===== src/rtl/slurm32_cpu_prefetch.sv =====
// slurm32_cpu_prefetch
// Instruction prefetch queue in front of slurm32_cpu_pipeline.
// - Owns the fetch PC and issues word fetches to the instruction memory.
// - Keeps an address-tag queue of in-flight requests and an in-order show-ahead
//   FIFO of returned {address, word} pairs.
// - A flush (branch / interrupt / debugger PC load) empties the FIFO, counts the
//   in-flight responses that must be thrown away, and restarts at flush_address.
//
// Ports:
//   CLK, RST                  clock, synchronous active-high reset
//   flush, flush_address      load a new fetch PC (word address)
//   instruction_request       pipeline consumes the head word this cycle
//   instruction_valid/_in/_address_in   head word presented to the pipeline
//   mem_request, mem_address  fetch request to instruction memory
//   mem_ready                 memory accepts the request this cycle
//   mem_valid, mem_data       in-order responses, latency >= 1
//   outstanding               accepted requests not yet returned (debug)
//
// Optional feature, macro SLURM32_PREFETCH_BYPASS_EN:
//   defined   -> a response arriving while the FIFO is empty is presented in the
//                same cycle (0-cycle response-to-output latency)
//   undefined -> all outputs come from the FIFO (1-cycle latency), default build

module slurm32_cpu_prefetch #(
  parameter int unsigned DEPTH      = 4,
  parameter logic [29:0] RESET_ADDR = 30'd0
) (
  input  logic                   CLK,
  input  logic                   RST,
  input  logic                   flush,
  input  logic [29:0]            flush_address,
  input  logic                   instruction_request,
  output logic                   instruction_valid,
  output logic [31:0]            instruction_in,
  output logic [29:0]            instruction_address_in,
  output logic                   mem_request,
  output logic [29:0]            mem_address,
  input  logic                   mem_ready,
  input  logic                   mem_valid,
  input  logic [31:0]            mem_data,
  output logic [$clog2(DEPTH):0] outstanding
);

  localparam int unsigned AW = $clog2(DEPTH);  // pointer width
  localparam int unsigned CW = AW + 1;         // counter width, holds 0..DEPTH
  localparam int unsigned SW = CW + 1;         // width of count + outstanding

  // State
  logic [29:0]   fetch_pc;
  logic [AW-1:0] rd_ptr;
  logic [AW-1:0] wr_ptr;
  logic [AW-1:0] tag_rd;
  logic [AW-1:0] tag_wr;
  logic [CW-1:0] count;
  logic [CW-1:0] outstanding_q;
  logic [CW-1:0] discard;

  // Storage (no reset needed: contents are only read when marked valid)
  logic [31:0]   fifo_data [DEPTH];
  logic [29:0]   fifo_addr [DEPTH];
  logic [29:0]   tag_q     [DEPTH];

  // Next-state / control
  logic          empty;
  logic [SW-1:0] sum;
  logic          accept;
  logic          resp;
  logic          drop;
  logic          bypass;
  logic          bypass_pop;
  logic          push;
  logic          head_pop;
  logic [CW-1:0] outstanding_nxt;
  logic [CW-1:0] count_nxt;

  assign empty       = (count == '0);
  assign mem_address = fetch_pc;
  assign outstanding = outstanding_q;

  // Issue, response and FIFO control
  always_comb begin
    sum         = SW'(count) + SW'(outstanding_q);
    // Buffered plus in-flight words never exceed DEPTH, so the FIFO cannot overflow.
    mem_request = !RST && !flush && (sum < SW'(DEPTH));
    accept      = mem_request && mem_ready;
    // A response with nothing outstanding is a protocol error and is ignored.
    resp        = mem_valid && (outstanding_q != '0);
    drop        = resp && (flush || (discard != '0));
`ifdef SLURM32_PREFETCH_BYPASS_EN
    bypass      = empty && resp && !drop;
`else
    bypass      = 1'b0;
`endif
    bypass_pop  = bypass && instruction_request;
    // A word consumed straight from the memory bus is never buffered.
    push        = resp && !drop && !bypass_pop;
    head_pop    = !empty && instruction_request && !flush;

    outstanding_nxt = outstanding_q;
    case ({accept, resp})
      2'b10:   outstanding_nxt = outstanding_q + CW'(1);
      2'b01:   outstanding_nxt = outstanding_q - CW'(1);
      default: outstanding_nxt = outstanding_q;
    endcase

    count_nxt = count;
    case ({push, head_pop})
      2'b10:   count_nxt = count + CW'(1);
      2'b01:   count_nxt = count - CW'(1);
      default: count_nxt = count;
    endcase
  end

  // Head word presentation (show-ahead); zero when nothing is valid
  always_comb begin
    instruction_valid      = !empty;
    instruction_in         = empty ? 32'd0 : fifo_data[rd_ptr];
    instruction_address_in = empty ? 30'd0 : fifo_addr[rd_ptr];
`ifdef SLURM32_PREFETCH_BYPASS_EN
    if (bypass) begin
      instruction_valid      = 1'b1;
      instruction_in         = mem_data;
      instruction_address_in = tag_q[tag_rd];
    end
`endif
  end

  // Control registers
  always_ff @(posedge CLK) begin
    if (RST) begin
      fetch_pc      <= RESET_ADDR;
      rd_ptr        <= '0;
      wr_ptr        <= '0;
      tag_rd        <= '0;
      tag_wr        <= '0;
      count         <= '0;
      outstanding_q <= '0;
      discard       <= '0;
    end else begin
      outstanding_q <= outstanding_nxt;
      if (accept) tag_wr <= tag_wr + AW'(1);
      if (resp)   tag_rd <= tag_rd + AW'(1);
      if (flush) begin
        // Everything still in flight after this cycle belongs to the old stream.
        fetch_pc <= flush_address;
        rd_ptr   <= '0;
        wr_ptr   <= '0;
        count    <= '0;
        discard  <= outstanding_nxt;
      end else begin
        if (accept)                   fetch_pc <= fetch_pc + 30'd1;
        if (resp && (discard != '0))  discard  <= discard - CW'(1);
        if (push)                     wr_ptr   <= wr_ptr + AW'(1);
        if (head_pop)                 rd_ptr   <= rd_ptr + AW'(1);
        count <= count_nxt;
      end
    end
  end

  // Tag queue and FIFO storage writes
  always_ff @(posedge CLK) begin
    if (accept) tag_q[tag_wr] <= fetch_pc;
    if (push) begin
      fifo_data[wr_ptr] <= mem_data;
      fifo_addr[wr_ptr] <= tag_q[tag_rd];
    end
  end

  // Protocol and invariant checks
  a_no_orphan_response: assert property (@(posedge CLK) disable iff (RST)
    !(mem_valid && (outstanding_q == '0)));
  a_outstanding_bound: assert property (@(posedge CLK) disable iff (RST)
    outstanding_q <= CW'(DEPTH));
  a_discard_bound: assert property (@(posedge CLK) disable iff (RST)
    discard <= outstanding_q);
  a_occupancy_bound: assert property (@(posedge CLK) disable iff (RST)
    sum <= SW'(DEPTH));

endmodule


===== config.mk =====
export PLATFORM = sky130hd
export DESIGN_NAME = slurm32_cpu_prefetch
export DESIGN_NICKNAME = d
export VERILOG_FILES = /design/src/rtl/slurm32_cpu_prefetch.sv
export SDC_FILE = /design/constraint.sdc
export NUM_CORES = 1
export LEC_CHECK = 0
export CAP_MARGIN = 20
export CORE_UTILIZATION = 61
export DETAILED_ROUTE_END_ITERATION = 10
export GPL_TIMING_DRIVEN = 0
export HOLD_SLACK_MARGIN = 0.1
export PLACE_DENSITY = 0.85
export SLEW_MARGIN = 20
export SYNTH_ARGS = -nofsm -noshare
export SYNTH_HDL_FRONTEND = slang
export SYNTH_SLANG_ARGS = --single-unit

===== constraint.sdc =====
create_clock -name CLK -period 4.4 [get_ports CLK]
set_input_delay 0.66 -clock CLK [delete_from_list [all_inputs] [get_ports CLK]]
set_output_delay 0.66 -clock CLK [all_outputs]
set_load 0.05 [all_outputs]

### Yosys cells after proc, flatten, opt, wreduce, memory -nomap -nowiden

Memories as Yosys holds them, arrays and structs flattened. A register that Yosys moved wholly into a read port is not among the register bits.
Index checks and enable logic that the tools add are counted.

* output and inout bits: 97
* memories: 3
* register bits after elaboration: 47
* input port bits: 68
* word-level logic and storage cells: 66
* RAM bits: 368

Memories
* fifo_data: words 4, width 32, rd ports 1, clocked after memory_dff 1, write ports 1, line 59 `logic [31:0] fifo_data [DEPTH];`
* fifo_addr: words 4, width 30, rd ports 1, clocked after memory_dff 1, write ports 1, line 60 `logic [29:0] fifo_addr [DEPTH];`
* tag_q: words 4, width 30, rd ports 1, clocked after memory_dff 1, write ports 1, line 61 `logic [29:0] tag_q [DEPTH];`

* add/subtract/negate cells: 11
* $lt $le $gt $ge: 1
* equality and inequality tests: 4
* reductions and logical operators: 21
* muxes and demuxes: 18

Operators by type and width (count)
* $mux W30: 3
* $mux W32: 1
* $add A30 B1 Y30 const B: 1
* $mux W2: 6
* $pmux W3 S2: 2
* $logic_and A1 B1 Y1: 9
* $sub A3 B1 Y3 const B: 3
* $add A2 B1 Y2 const B: 4
* $add A3 B1 Y3 const B: 2
* $mux W3: 2
* $reduce_bool A2 Y1: 3
* $reduce_bool A3 Y1: 2
* $add A3 B3 Y4: 1
* $eq A2 B1 Y1 const B: 2
* $eq A2 B2 Y1 const B: 2
* $logic_not A1 Y1: 4
* $lt A4 B3 Y1 const B: 1
* $mux W1: 4
* $logic_not A3 Y1: 1
* $reduce_or A2 Y1: 1
* $logic_or A1 B1 Y1: 1

### Logic depth before layout (Yosys ltp)

* depth in word-level cells: 7
* depth in mapped cells: 13
* depth with buffers taken out: 11

### Worst setup path after synthesis

Ideal clock, no wire load.

* path type: register to output
* start point: register outstanding_q[1], in the netlist outstanding[1]
* end point: output port mem_request
* path buffers: 0
* slack: 1039 ps
* stages on the path, launching flop included: 4
* arrival time: 2701 ps
* required time: 3740 ps
* cells stage by stage: dfxtp_1 -> ha_1 -> a311oi_2 -> nor3b_1

* word-level cells in the longest chain between the ends: 3

Ends and longest elaborated chain
* start, declared: line 55 `logic [CW-1:0] outstanding_q;`
* start signal, assigned: line 140 `outstanding_q <= outstanding_nxt;`
* $add A3 B3 Y4: line 82 `sum = SW'(count) + SW'(outstanding_q);`
* $lt A4 B3 Y1: line 84 `mem_request = !RST && !flush && (sum < SW'(DEPTH));`
* $logic_and A1 B1 Y1: line 84
* end, declared: line 36 `output logic mem_request,`

No other way between the ends.

==> out/summary.txt <==
DP Cell Count -> 1407
Switching Power -> 0.00210 W
Layout area overhead -> 21.5%
Layout Nets -> 1199
Crit Reg-Reg Endpoint -> discard[1]
Synthesis Warnings -> 0
Cell variety after synth -> 60
Synth top area share -> 66.8%
vias in the first global route -> 9709
Synth Flop Type -> edfxtp_1
routed wire length -> 36700 um
#FFs+latches synth -> 419
setup slack at placement -> 0.590 ns
Non-Filler Instances -> 1477
top achievable clock speed -> 245 MHz
worst-case hold slack -> 0.531 ns
Synth area leader -> edfxtp_1
Residual DRC -> 0
io pins -> 165
gpl congestion -> 0.903
Slew @ Worst Pin -> 0.838 ns
die width -> 167 um
RSZ-0062 raised after global routing -> no
Internal -> 0.00688 W
register area share after synthesis -> 73.0%
XOR/XNOR share of the synthesized area -> 0.847%
Cells after Synth -> 900
TritonCTS Buffers -> 40
status -> finished clean
Max Cap Viol -> 0
Core ar. -> 26400 um2
Reg-to-Reg Start -> outstanding[1]
worst skew pair latency -> 0.53 ns
EDFF count, synth -> 368
H-tree levels -> 2
CTS max path bufs -> 3
Tcrit/Tclk final -> 92.9%
CTS tree -> yes
Post-Syn Area -> 16500 um2
post-synthesis compound-gate area fraction -> 3.03%
Hold Crit Class -> register to register
final setup violation count -> 0
Gate power share -> 11.3%
clock share of power -> 37.1%
Adder-Cell Fraction of Synth Area -> 1.38%
IO Port Bufs -> 163
Clock Skew -> 0.0198 ns
fin crit period -> 4.09 ns
largest cells by area after synthesis -> edfxtp_1 (67%), mux4_2 (13%), dfxtp_1 (6.2%), nor2b_1 (2.3%), ha_1 (1.1%)
ANT cells -> 0
row count -> 59
global-route wire length before repair -> 56800 um
Flop pwr share -> 51.7%
critical path endpoint category -> output port
largest net degree at the start of global routing -> 49
Starting Density -> 62.8%
WHS Path Cells -> 2
Root Buffer -> clkbuf_16
clock-pin slew on the worst setup and hold paths -> 0.06 ns
Sw Share -> 23.4%
die area -> 27800 um2
GRT Total Usage -> 27.4%
most instantiated cells after synthesis -> edfxtp_1 (368), mux4_2 (92), nor2b_1 (62), dfxtp_1 (51), nor2_1 (43)
initial DRC count -> 991
total gr overflow -> 0
critical path class -> register to output port
clk sinks -> 419
hold buffer count at CTS -> 0
Leakage -> 6.42 nW
share of cells above drive strength 1 -> 17.3%
final setup margin -> 0.314 ns
hold_sp -> tag_wr[1]
Mean Syn Cell Area -> 18.4 um2
DIE HEIGHT -> 167 um
routed vias -> 9332
Critical Path AT -> 3.43 ns
Net Count, Synth -> 985
Post-CTS Setup Inserts -> 0
DR vias/cell -> 6.32
hpwl dp -> 21700 um
final hold vios -> 0
WL/cell -> 24.9 um
reg2reg path depth -> 13
R2R setup slack -> 0.92 ns
Hold Path Sink -> tag_wr[1]
VDD IR max -> 0.254 mV
post-cts gate resize count -> 0
Antenna Nets Post-Route -> 0
Startpoint Class -> register
DRT Pass-1 Iters -> 7
largest family of logic cells by synthesized area -> multiplexers
Cell Pwr Density -> 446 nW/um2
Final Max Tran Viols -> 0
Worst EP required -> 3.74 ns
simple-gate area share of the yosys netlist -> 7.06%
Slew headroom -> 43.7%
ys async rst share -> 0%
antenna violations before repair -> 0
count leader, synth -> edfxtp_1
crit path max fanout -> 10
mux cell area share after synthesis -> 13.0%
## cells in the final DEF (no fill, tap or decap), types with 7 or more instances in the layout
cell type        count
xnor2_1              8
clkinv_2             9
nor2_1              43
buf_16               8
mux4_2              92
clkdlybuf4s50_1    163
inv_1               20
o21ai_0             13
and3_1              11
nand2_1             29
nand4_1             10
buf_2               10
a31oi_1              7
a21oi_1             24
edfxtp_1           368
xor2_1               8
nand3_1             17
dfxtp_1             51
clkbuf_1            35
clkbuf_16           41
a32oi_1              7
ha_1                15
nor2b_1             62
## sequential cells by signal, indices dropped and copies added (netlist names), named ones only
register	count
fifo_data	128
tag_wr	2
fifo_addr	120
rd_ptr	2
wr_ptr	2
outstanding	3
tag_q	120
tag_rd	2
discard	3
count	3
mem_address	30
## per-layer routing
| metal | track usage [%] | wire (um) |
|---|---|---|
| met2 | 46.8 | 18500 |
| met4 | 9.46 | 1010 |
| met3 | 4.42 | 3040 |
| met5 | 0 | 0 |
| met1 | 36.3 | 14100 |
## power groups by stage
stage / clock [W] / sequential (W) / combinational (W)
global route: 0.00350 / 0.00464 / 0.00108
CTS: 0.00337 / 0.00463 / 0.00102
global placement: 0 / 0.00471 / 0.000952
finish: 0.00333 / 0.00463 / 0.00101
detailed placement: 0 / 0.00471 / 0.000995
floorplan: 0 / 0.00476 / 0.000589
## worst max-delay path: stages (launching register included)
cell	delay (ns)
dfxtp_1	0.33
clkbuf_1	0.49
clkbuf_1	0.67
mux4_2	0.35
nor2b_1	0.18
clkdlybuf4s50_1	0.87
## logic make-up after synthesis
family | after synthesis
fa+ha+maj | 17
flops | 419
buf+inv | 65
simple gates | 207
mux | 100
compound gates | 76
xor+xnor | 16
## area by class of cell
type	instances	area, um2
inverter	22	82.6
multi-input combinational	416	4220
clock buffer	50	1080
buffer	43	196
sequential	419	12100
clock inverter	20	181
tap	335	419
timing repair buffer	172	1860
fill	1406	6250
## how the worst max path moves through the flow
stage,start,end,depth (start not counted)
floorplan,outstanding[1],mem_request,3
global route,register,instruction_address_in[9],5
global placement,mem_valid,fifo_addr[0][0],4
detailed placement,RST,mem_request,5
finish,register,instruction_address_in[12],5
CTS,register,instruction_address_in[9],5
## per-stage QoR
stage | power (W) | cell area, um2 | util, % | setup TNS [ns]
after global placement | 0.00566 | 18600 | 70.6 | -141.56
after floorplan | 0.00535 | 16500 | - | 0
final | 0.00897 | 20100 | 76.3 | 0
after CTS | 0.00902 | 20100 | 76.3 | 0
after detailed placement | 0.00571 | 18800 | 71.5 | 0
after global routing | 0.00922 | 20100 | 76.3 | 0
(Power assumes the default switching activity.)
